## src/rtl/ultrasonic_ranger.sv

```systemverilog
// Ultrasonic ranger: one ranging cycle per timebase wrap. Emits the trigger
// pulse, times the synchronised echo pulse, converts its width to whole
// centimetres and reports either a distance or a timeout.
module ultrasonic_ranger #(
    parameter int TRIG_CYCLES   = 1000,
    parameter int CYCLES_PER_CM = 5800,
    parameter int ECHO_TIMEOUT  = 3000000,
    parameter int DIST_W        = 10
) (
    input  logic              clk,
    input  logic              reset,
    input  logic [22:0]       tb_count,
    input  logic              echo_in,
    output logic              trig_out,
    output logic              busy,
    output logic [DIST_W-1:0] dist_cm,
    output logic              dist_valid,
    output logic              timeout
);

    localparam int TRIG_W = (TRIG_CYCLES > 1) ? $clog2(TRIG_CYCLES) : 1;
    localparam int SUB_W  = (CYCLES_PER_CM > 1) ? $clog2(CYCLES_PER_CM) : 1;
    localparam int TMO_W  = $clog2(ECHO_TIMEOUT + 1);

    localparam logic [TRIG_W-1:0] TRIG_LAST = TRIG_W'(TRIG_CYCLES - 1);
    localparam logic [SUB_W-1:0]  SUB_LAST  = SUB_W'(CYCLES_PER_CM - 1);
    localparam logic [TMO_W-1:0]  TMO_LAST  = TMO_W'(ECHO_TIMEOUT - 1);
    localparam logic [DIST_W-1:0] CM_MAX    = {DIST_W{1'b1}};

    typedef enum logic [1:0] {
        IDLE      = 2'd0,
        TRIG      = 2'd1,
        WAIT_RISE = 2'd2,
        MEASURE   = 2'd3
    } state_t;

    state_t state_r;
    state_t next_state_s;

    // Echo synchroniser, delayed copy and registered edge pulses
    logic sync1_r;
    logic echo_sync_r;
    logic echo_prev_r;
    logic rise_r;
    logic fall_r;

    // Datapath counters
    logic [TRIG_W-1:0] trig_cnt_r;
    logic [SUB_W-1:0]  sub_cnt_r;
    logic [TMO_W-1:0]  tmo_cnt_r;
    logic [DIST_W-1:0] cm_cnt_r;

    // Decoded conditions and next values of the registered outputs
    logic              tb_zero_s;
    logic              trig_done_s;
    logic              sub_wrap_s;
    logic              tmo_hit_s;
    logic [DIST_W-1:0] cm_next_s;
    logic              trig_next_s;
    logic              busy_next_s;
    logic              valid_next_s;
    logic              timeout_next_s;

    assign tb_zero_s   = (tb_count == 23'd0);
    assign trig_done_s = (trig_cnt_r == TRIG_LAST);
    assign sub_wrap_s  = (sub_cnt_r == SUB_LAST);
    assign tmo_hit_s   = (tmo_cnt_r == TMO_LAST);

    // Bring echo into the clk domain; edges are registered so rise and fall
    // see identical delay and the pulse width is preserved
    always_ff @(posedge clk) begin
        if (reset) begin
            sync1_r     <= 1'b0;
            echo_sync_r <= 1'b0;
            echo_prev_r <= 1'b0;
            rise_r      <= 1'b0;
            fall_r      <= 1'b0;
        end else begin
            sync1_r     <= echo_in;
            echo_sync_r <= sync1_r;
            echo_prev_r <= echo_sync_r;
            rise_r      <= echo_sync_r & ~echo_prev_r;
            fall_r      <= ~echo_sync_r & echo_prev_r;
        end
    end

    // State register
    always_ff @(posedge clk) begin
        if (reset) begin
            state_r <= IDLE;
        end else begin
            state_r <= next_state_s;
        end
    end

    // Next-state logic; a tb_count wrap outside IDLE is deliberately ignored
    always_comb begin
        next_state_s = state_r;
        case (state_r)
            IDLE: begin
                if (tb_zero_s) begin
                    next_state_s = TRIG;
                end else begin
                    next_state_s = IDLE;
                end
            end
            TRIG: begin
                if (trig_done_s) begin
                    next_state_s = WAIT_RISE;
                end else begin
                    next_state_s = TRIG;
                end
            end
            WAIT_RISE: begin
                if (tmo_hit_s) begin
                    next_state_s = IDLE;
                end else if (rise_r) begin
                    next_state_s = MEASURE;
                end else begin
                    next_state_s = WAIT_RISE;
                end
            end
            MEASURE: begin
                if (fall_r || tmo_hit_s) begin
                    next_state_s = IDLE;
                end else begin
                    next_state_s = MEASURE;
                end
            end
            default: begin
                next_state_s = IDLE;
            end
        endcase
    end

    // Output decode: fall beats timeout when both land in the same cycle
    always_comb begin
        trig_next_s    = (next_state_s == TRIG);
        busy_next_s    = (next_state_s != IDLE);
        valid_next_s   = 1'b0;
        timeout_next_s = 1'b0;
        case (state_r)
            WAIT_RISE: begin
                timeout_next_s = tmo_hit_s;
            end
            MEASURE: begin
                if (fall_r) begin
                    valid_next_s = 1'b1;
                end else begin
                    timeout_next_s = tmo_hit_s;
                end
            end
            default: begin
                valid_next_s   = 1'b0;
                timeout_next_s = 1'b0;
            end
        endcase
    end

    // Centimetre count including the current measuring cycle, saturating
    always_comb begin
        cm_next_s = cm_cnt_r;
        if (sub_wrap_s && (cm_cnt_r != CM_MAX)) begin
            cm_next_s = cm_cnt_r + DIST_W'(1);
        end else begin
            cm_next_s = cm_cnt_r;
        end
    end

    // Trigger, timeout and echo-width counters
    always_ff @(posedge clk) begin
        if (reset) begin
            trig_cnt_r <= '0;
            sub_cnt_r  <= '0;
            tmo_cnt_r  <= '0;
            cm_cnt_r   <= '0;
        end else begin
            case (state_r)
                TRIG: begin
                    trig_cnt_r <= trig_cnt_r + TRIG_W'(1);
                    tmo_cnt_r  <= '0;
                end
                WAIT_RISE: begin
                    trig_cnt_r <= '0;
                    tmo_cnt_r  <= tmo_cnt_r + TMO_W'(1);
                    if (rise_r) begin
                        sub_cnt_r <= '0;
                        cm_cnt_r  <= '0;
                    end else begin
                        sub_cnt_r <= sub_cnt_r;
                        cm_cnt_r  <= cm_cnt_r;
                    end
                end
                MEASURE: begin
                    trig_cnt_r <= '0;
                    tmo_cnt_r  <= tmo_cnt_r + TMO_W'(1);
                    sub_cnt_r  <= sub_wrap_s ? '0 : (sub_cnt_r + SUB_W'(1));
                    cm_cnt_r   <= cm_next_s;
                end
                default: begin
                    trig_cnt_r <= '0;
                end
            endcase
        end
    end

    // Registered outputs; dist_cm only changes with a valid result
    always_ff @(posedge clk) begin
        if (reset) begin
            trig_out   <= 1'b0;
            busy       <= 1'b0;
            dist_valid <= 1'b0;
            timeout    <= 1'b0;
            dist_cm    <= '0;
        end else begin
            trig_out   <= trig_next_s;
            busy       <= busy_next_s;
            dist_valid <= valid_next_s;
            timeout    <= timeout_next_s;
            if (valid_next_s) begin
                dist_cm <= cm_next_s;
            end else begin
                dist_cm <= dist_cm;
            end
        end
    end

endmodule

```

## config.mk

```make
export PLATFORM = sky130hd
export DESIGN_NAME = ultrasonic_ranger
export DESIGN_NICKNAME = d
export VERILOG_FILES = /design/src/rtl/ultrasonic_ranger.sv
export SDC_FILE = /design/constraint.sdc
export NUM_CORES = 1
export LEC_CHECK = 0
export ABC_AREA = 1
export CAP_MARGIN = 15
export CORE_ASPECT_RATIO = 0.75
export CORE_UTILIZATION = 46
export DETAILED_ROUTE_END_ITERATION = 8
export GPL_TIMING_DRIVEN = 0
export PLACE_DENSITY = 0.67
export SKIP_CTS_REPAIR_TIMING = 1
export SLEW_MARGIN = 20
export SYNTH_ARGS = -nofsm -noshare
export SYNTH_HDL_FRONTEND = slang
export SYNTH_SLANG_ARGS = --single-unit
```

## constraint.sdc

```tcl
create_clock -name clk -period 2.05 [get_ports clk]
set_input_delay 0.3075 -clock clk [delete_from_list [all_inputs] [get_ports clk]]
set_output_delay 0.3075 -clock clk [all_outputs]
set_load 0.005 [all_outputs]
```

**Yosys cells after proc, flatten, opt, wreduce, memory -nomap -nowiden**

Cells that the tools add are included.

- Bits in registers: 76
- Bits in latches: 0
- Bits in writable memories: 0
- Memory bits (read-only): 0
- Input bits: 26
- Logic and storage cells: 60
- Memories kept: 0

- Add/subtract/negate cells: 4
- Multipliers: 0
- Divide/modulo/power cells: 0
- $lt $le $gt $ge: 0
- Equal/unequal tests: 9
- Shifts and indexed selects: 0
- Mux-type cells: 17
- Bitwise logic cells: 5
- Reduce and logical (&&, ||, !) cells: 10

Operators by type and width:

| cell | number |
|---|---|
| $pmux W22 S2 | 1 |
| $mux W13 | 2 |
| $pmux W13 S2 | 1 |
| $logic_not A23 Y1 | 1 |
| $add A22 B1 Y22 const B | 1 |
| $eq A22 B22 Y1 const B | 1 |
| $add A10 B1 Y10 const B | 2 |
| $mux W10 | 2 |
| $pmux W10 S2 | 1 |
| $add A13 B1 Y13 const B | 1 |
| $eq A13 B13 Y1 const B | 1 |
| $eq A10 B10 Y1 const B | 1 |
| $ne A10 B10 Y1 const B | 1 |
| $pmux W2 S4 | 1 |
| $mux W2 | 3 |
| $reduce_bool A2 Y1 | 3 |
| $mux W1 | 5 |
| $eq A2 B1 Y1 const B | 2 |
| $eq A2 B2 Y1 const B | 2 |
| $reduce_or A2 Y1 | 2 |
| $not A1 Y1 | 3 |
| $and A1 B1 Y1 | 2 |
| $logic_not A2 Y1 | 1 |
| $ne A2 B2 Y1 const B | 1 |
| 4 further kinds | 4 |

**Longest topological paths before layout**

Gate-level depths: netlist of run 1.

- Word-level depth: 5
- Depth in mapped cells: 10
- Gate-level depth less buffers: 10

**Worst setup path after synthesis of run 1**

OpenSTA, ideal clock, no wires.

- Path type: register to register
- Start: register sub_cnt_r[0]
- End: register sub_cnt_r[11]
- Arrival time: 1.336 ns
- Data required time: 1.918 ns
- Setup slack: 0.582 ns
- Cell stages (with the launch flop): 9
- Buffers on the path: 0
- Clock period less this slack: 1.468 ns
- Cells stage by stage: dfxtp_1 ha_1 nand2_1 nor3_1 nand3_1 nand2_1 clkinv_1 nand3_1 a21oi_1

- Cells in the longest elaborated chain, start to end: 3
- Elaborated cells on any way between the ends: 4
- Those cells by class: 1 x add/sub; 1 x eq/ne; 2 x mux

RTL lines:

| item | line | text |
|---|---|---|
| start: declaration | 49 | `logic [SUB_W-1:0] sub_cnt_r;` |
| start signal: assignment | 190 | `sub_cnt_r <= sub_cnt_r;` |
| start signal: assignment | 197 | `sub_cnt_r <= sub_wrap_s ? '0 : (sub_cnt_r + SUB_W'(1));` |
| $add A13 B1 Y13 / $eq A13 B13 Y1 (equally long branches) | 197, 66 |  |
| $mux W13 (*) | 197 |  |
| $pmux W13 S2 (*) | 178 | `case (state_r)` |

Every way passes the cells marked *; elsewhere a longest branch is shown, timed or not.
A chain may end at the register's enable or synchronous reset.

**Worst setup path after layout of run 1**

Same ends and word-level chain as after synthesis.

==> impl_metrics.ini, run 1 <==
[worst_setup_path]
crit_path_cell_trace = ha_1, nand2_1, nor3_1, nand3_1, nand2_1, clkinv_1, nand3_1, a21oi_1
reg2reg_slack_ps = 220
crit_required_ps = 2250
slowest_stage = dfxtp_1
crit_family = simple AND/OR/NAND/NOR gates
crit_arrival_ps = 2030
cp_num_buf_inv = 1
cp_max_fo = 10
start_kind = flip-flop
critPathKind = reg -> reg
crit_path_end_kind = flip-flop
max_stage_delay_ps = 370

[power]
p_comb_share_pct = 2.7
swShare_pct = 19.71
pwr-share-clk_pct = 51.9
net-switching-power_uw = 643.7
internal_power_uw = 2622
p_leak_uw = 0.001704
p_per_area_nw_per_um2 = 688.2
irDropWorstVdd_uv = 441.0
power.share.sequential_pct = 45.4

[global_route]
overflow = 0
grt_max_degree = 13
grt_use_met2_pct = 35.38
grt_usage_pct = 23.57
grt_pass1_vias = 3420
grt_pass1_wl_mm = 16.09
grt.busiest_layer = met2
use_met3_pct = 6.587
globalRouteMet1Util_pct = 32.87
antenna_found_initial = 0

[timing]
max_freq_ghz = 0.5466
finClkSkew_ps = 5.535
finalSetupViolCount = 0
whs_ps = 403.2
tightest_slew_ps = 580.9
finalWorstSetupSlack_ps = 220.6
tns_ps = 0
min_period_over_period_pct = 89.24
hold_violations = 0
slew_headroom_pct = 61.27
rsz0062_at_grt = no
finalCriticalPeriod_ps = 1829
report.final.slew_viol_count = 0

[cts]
clock_latency_ps = 340
htree_levels = 3
cts_num_sinks = 76
cts_buffers = 9
cts_tree = done
clk_pin_slew_ps = 60
cts_root_buf = clkbuf_16
clk_path_buf_depth = 2

[route]
wl_mm = 9.529
drc_errors = 0
viasPerCell = 5.198
drt_iter0_markers = 274
vias = 3914
first_pass_iters = 5
post_drt_wl_per_cell_um = 12.65
ant_nets = 0

[die]
fp.dieArea_um2 = 8890
rows = 28
ios = 40
core_um2 = 8058
start_util_pct = 48.60
die_w_um = 108.5
die_h_um = 81.91

[yosys]
synth_top_area_share_pct = 38.85
syn_area_um2 = 3916
avgSynthCellArea_um2 = 6.582
ys_types = 32
yosysTopAreaCell = dfxtp_1
synthCells = 595
async_flop_share_pct = 0
synth_seq_cells = 76
synth_area_leaders = dfxtp_1 (39%), nand2_1 (15%), nor2_1 (7.5%)
yosysSeqAreaShare_pct = 38.85
ys.flop_type = dfxtp_1
syn-num-nets = 625
synth_edf_count = 0
yosysMostFrequentCell = nand2_1
synth_warnings = 0
synthTopCellsByCount = nand2_1 (156), nor2_1 (78), dfxtp_1 (76)

[min_path]
hold_path.class = reg -> reg

[layout]
instances_no_fill = 753
antenna_cells = 0
drive_above_1_share_pct = 5.247
fin_area_um2 = 4745
area_growth_pct = 21.15
fillers = 780
nets = 674

[placement]
dp_cells = 738
place_area_um2 = 4428
gp_congestion = 0.8982
pre_cts_ws_ps = 226.0
dpl.hpwl_mm = 7.028
portBuffers = 38

[flow_run]
max-cap-violations = 0

[status]
status = complete, no violations
layout make-up:
type	instances	area, um2	share of cell area, %
Tap cell	105	131.4	2.769
Clock inverter	4	73.82	1.556
Clock buffer	11	242.7	5.116
Buffer	13	58.81	1.239
Sequential cell	76	1521	32.07
Inverter	69	259.0	5.459
Multi-Input combinational cell	437	2077	43.78
Timing Repair Buffer	38	380.4	8.017
power groups by stage:
stage	Clock, uW	Combinational (uW)	Sequential [uW]
after detailed placement	0	89.3	1510
after global placement	0	87.9	1510
after floorplan	0	29.3	1510
final	1700	88.7	1480
after CTS	1720	89.4	1480
after global routing	1790	97.8	1480
sequential cells by signal, summed over array words and instances, names as in the netlist, 2 cells and up:
register	cells
sub_cnt_r	13
dist_cm	10
trig_cnt_r	10
tmo_cnt_r	22
cm_cnt_r	10
state_r	2
routing by layer:
| metal | share of wire [%] | vias up |
|---|---|---|
| met5 | 0 | - |
| met4 | 0.78 | 0 |
| met3 | 6.6 | 9 |
| met2 | 42 | 122 |
| met1 | 50 | 1750 |
| li1 | - | 2033 |
metrics by stage:
step / total power, uW / util (%)
floorplan: 1543 / -
global placement: 1602 / 54.95
detailed placement: 1603 / 54.95
CTS: 3294 / 58.88
global route: 3369 / 58.88
finish: 3265 / 58.88
path summary, 6_finish.rpt:
| kind | to | start | cells past startpoint |
|---|---|---|---|
| max | sub_cnt_r[11] | sub_cnt_r[0] | 8 |
| min | echo_sync_r | sync1_r | 2 |
| max reg2reg | sub_cnt_r[11] | sub_cnt_r[0] | 8 |
| min reg2reg | echo_sync_r | sync1_r | 2 |
kinds of logic after synthesis:
group | count (synthesis) | synth area share (%)
adders and majority gates | 4 | 1.278
AOI/OAI and AO/OA | 91 | 12.30
DFF | 76 | 38.85
buffers and inverters | 82 | 8.115
and+or+nand+nor | 336 | 38.11
xor gates and xnor gates | 6 | 1.342
tightest hold or removal path: cells and delay by family (launching register included):
kind	cells	cell delay (ps)
buffers and inverters	1	40
flip-flops	1	290
AND/OR/NAND/NOR	1	30
layout by cell type, fill, tap and decap left out, types with 4 or more instances in the layout:
master,count
o21ai_0,30
clkbuf_1,8
nand4_1,12
nor2_1,78
nand3_2,4
clkdlybuf4s50_1,38
nor3_1,16
nor3b_1,4
buf_2,5
nand3_1,55
nand2_1,156
a21oi_1,51
inv_1,67
ha_1,4
xor2_1,5
dfxtp_1,76
clkbuf_16,9
Power figures use the tool's default switching activity.
==> run 2: changes to the inputs <==
Settings changed: CORE_UTILIZATION 46 to 57, PLACE_DENSITY 0.67 to 0.8.
==> impl_metrics.ini, run 2 (same netlist as run 1, synthesis figures left out) <==
[status]
status = complete, but fails checks
violations = design-rule violations

[timing]
finalCriticalPeriod_ps = 1857
finClkSkew_ps = 8.401
tightest_slew_ps = 548.9
tns_ps = 0
min_period_over_period_pct = 90.57
slew_headroom_pct = 63.41
max_freq_ghz = 0.5386
finalSetupViolCount = 0
rsz0062_at_grt = no
finalWorstSetupSlack_ps = 193.4
hold_violations = 0
report.final.slew_viol_count = 0

[layout]
fillers = 577
top_regs = tmo_cnt_r x22, sub_cnt_r x13
largest_reg_flops = 22
drive_above_1_share_pct = 5.393
area_growth_pct = 17.96
nets = 674
final_common_cell = nand2_1
antenna_cells = 0
final_cell_mix = nand2_1 (156), nor2_1 (78), dfxtp_1 (76)
multi_input_area_um2 = 2077
regArea_um2 = 1521
largest_register = tmo_cnt_r

[flow_run]
max-cap-violations = 0

[cts]
cts_num_sinks = 76
clock_latency_ps = 340
cts_buffers = 9
cts_root_buf = clkbuf_8
cts_tree = done
htree_levels = 3
clk_pin_slew_ps = 80
clk_path_buf_depth = 2

[worst_setup_path]
crit_arrival_ps = 2070
rr_startpoint = sub_cnt_r[0]
start_kind = flip-flop
reg2reg_slack_ps = 190
crit_path_end_kind = flip-flop
rr_worst_depth = 8
critPathKind = reg -> reg
reg2reg_to = sub_cnt_r[0]
cp_max_fo = 10
crit_required_ps = 2260

[global_route]
grt_usage_pct = 27.60
grt_pass1_vias = 3557
antenna_found_initial = 0
grt_pass1_wl_mm = 15.83
grt_max_degree = 13
overflow = 0

[die]
die_w_um = 97.71
die_h_um = 73.79
start_util_pct = 60.48
rows = 25
ios = 40
core_um2 = 6475
fp.dieArea_um2 = 7210

[route]
wl_mm = 9.526
first_pass_iters = 7
ant_nets = 0
drt_iter0_markers = 291
drc_errors = 2
post_drt_wl_per_cell_um = 13.05
vias = 4066
viasPerCell = 5.570

[placement]
portBuffers = 38
pre_cts_ws_ps = 191.1
dpl.hpwl_mm = 6.895
gp_congestion = 0.9487

[power]
p_comb_share_pct = 3.1
p_per_area_nw_per_um2 = 612.9
swShare_pct = 20.69
power.share.sequential_pct = 52.2
net-switching-power_uw = 585.9
power.total_uw = 2831
internal_power_uw = 2245
irDropWorstVdd_uv = 338.2
pwr-share-clk_pct = 44.6
p_leak_uw = 0.001653

[min_path]
hp-start = sync1_r
holdPathEnd = echo_sync_r
hold_path.class = reg -> reg
hold_path_depth = 2
## run 2: changes by cell type in the layout (fill, tap and decap cells not counted), sizes merged
cell | previous run | this run
clkinv | 3 | 1
clkinvlp | 0 | 2
clkbuf | 18 | 19
## run 2: layout make-up
class / instances / share of cell area, %
Tap cell: 81 / 2.194
Inverter: 69 / 5.688
Multi-Input combinational cell: 437 / 44.96
Buffer: 13 / 1.273
Clock buffer: 12 / 3.142
Clock inverter: 4 / 1.571
Sequential cell: 76 / 32.94
Timing Repair Buffer: 38 / 8.234
## run 2: worst max-delay path by stage
stage,start,to,cells after the start,slack [ps]
after detailed placement,sub_cnt_r[0],sub_cnt_r[9],8,190
after floorplan,sub_cnt_r[0],sub_cnt_r[11],8,580
after CTS,sub_cnt_r[0],sub_cnt_r[9],8,170
final,sub_cnt_r[0],sub_cnt_r[0],8,190
after global placement,sub_cnt_r[0],sub_cnt_r[9],8,240
after global routing,sub_cnt_r[0],sub_cnt_r[6],8,6
## run 2: worst max-delay path: stages, from the launching register on
cell	delay [ps]
dfxtp_1	380
ha_1	300
nand2_1	150
nor3_1	170
nand3_1	170
nand2_1	150
clkinvlp_4	200
nor2_1	150
a211oi_1	50
## run 2: metrics by stage
step / utilization, % / hold slack (ps) / std cells / area (um2)
floorplan: - / 388.3 / 595 / 3916
global placement: 67.92 / 392.9 / 714 / 4398
detailed placement: 67.92 / 398.5 / 714 / 4398
CTS: 71.29 / 409.9 / 730 / 4616
global route: 71.34 / 439.0 / 730 / 4619
finish: 71.34 / 408.0 / 730 / 4619
## run 2: power groups by stage
stage	clock, uW	combinational (uW)	sequential [uW]
after global routing	1330	96.4	1480
after global placement	0	86.5	1510
final	1260	88.6	1480
after CTS	1280	88.9	1480
after floorplan	0	29.3	1510
after detailed placement	0	88.4	1510
## run 2: per-layer routing
layer / part of all wire (%) / global-route usage (%)
met5: 0 / 0
met4: 1.6 / 9.428
met3: 8.0 / 7.041
met2: 43 / 44.05
met1: 47 / 36.71
==> run 3: changes to the inputs <==
Settings changed: SKIP_CTS_REPAIR_TIMING 1 to not set.
==> results of run 3 <==
The final DEF is identical to that of run 2; final timing and power are the same.
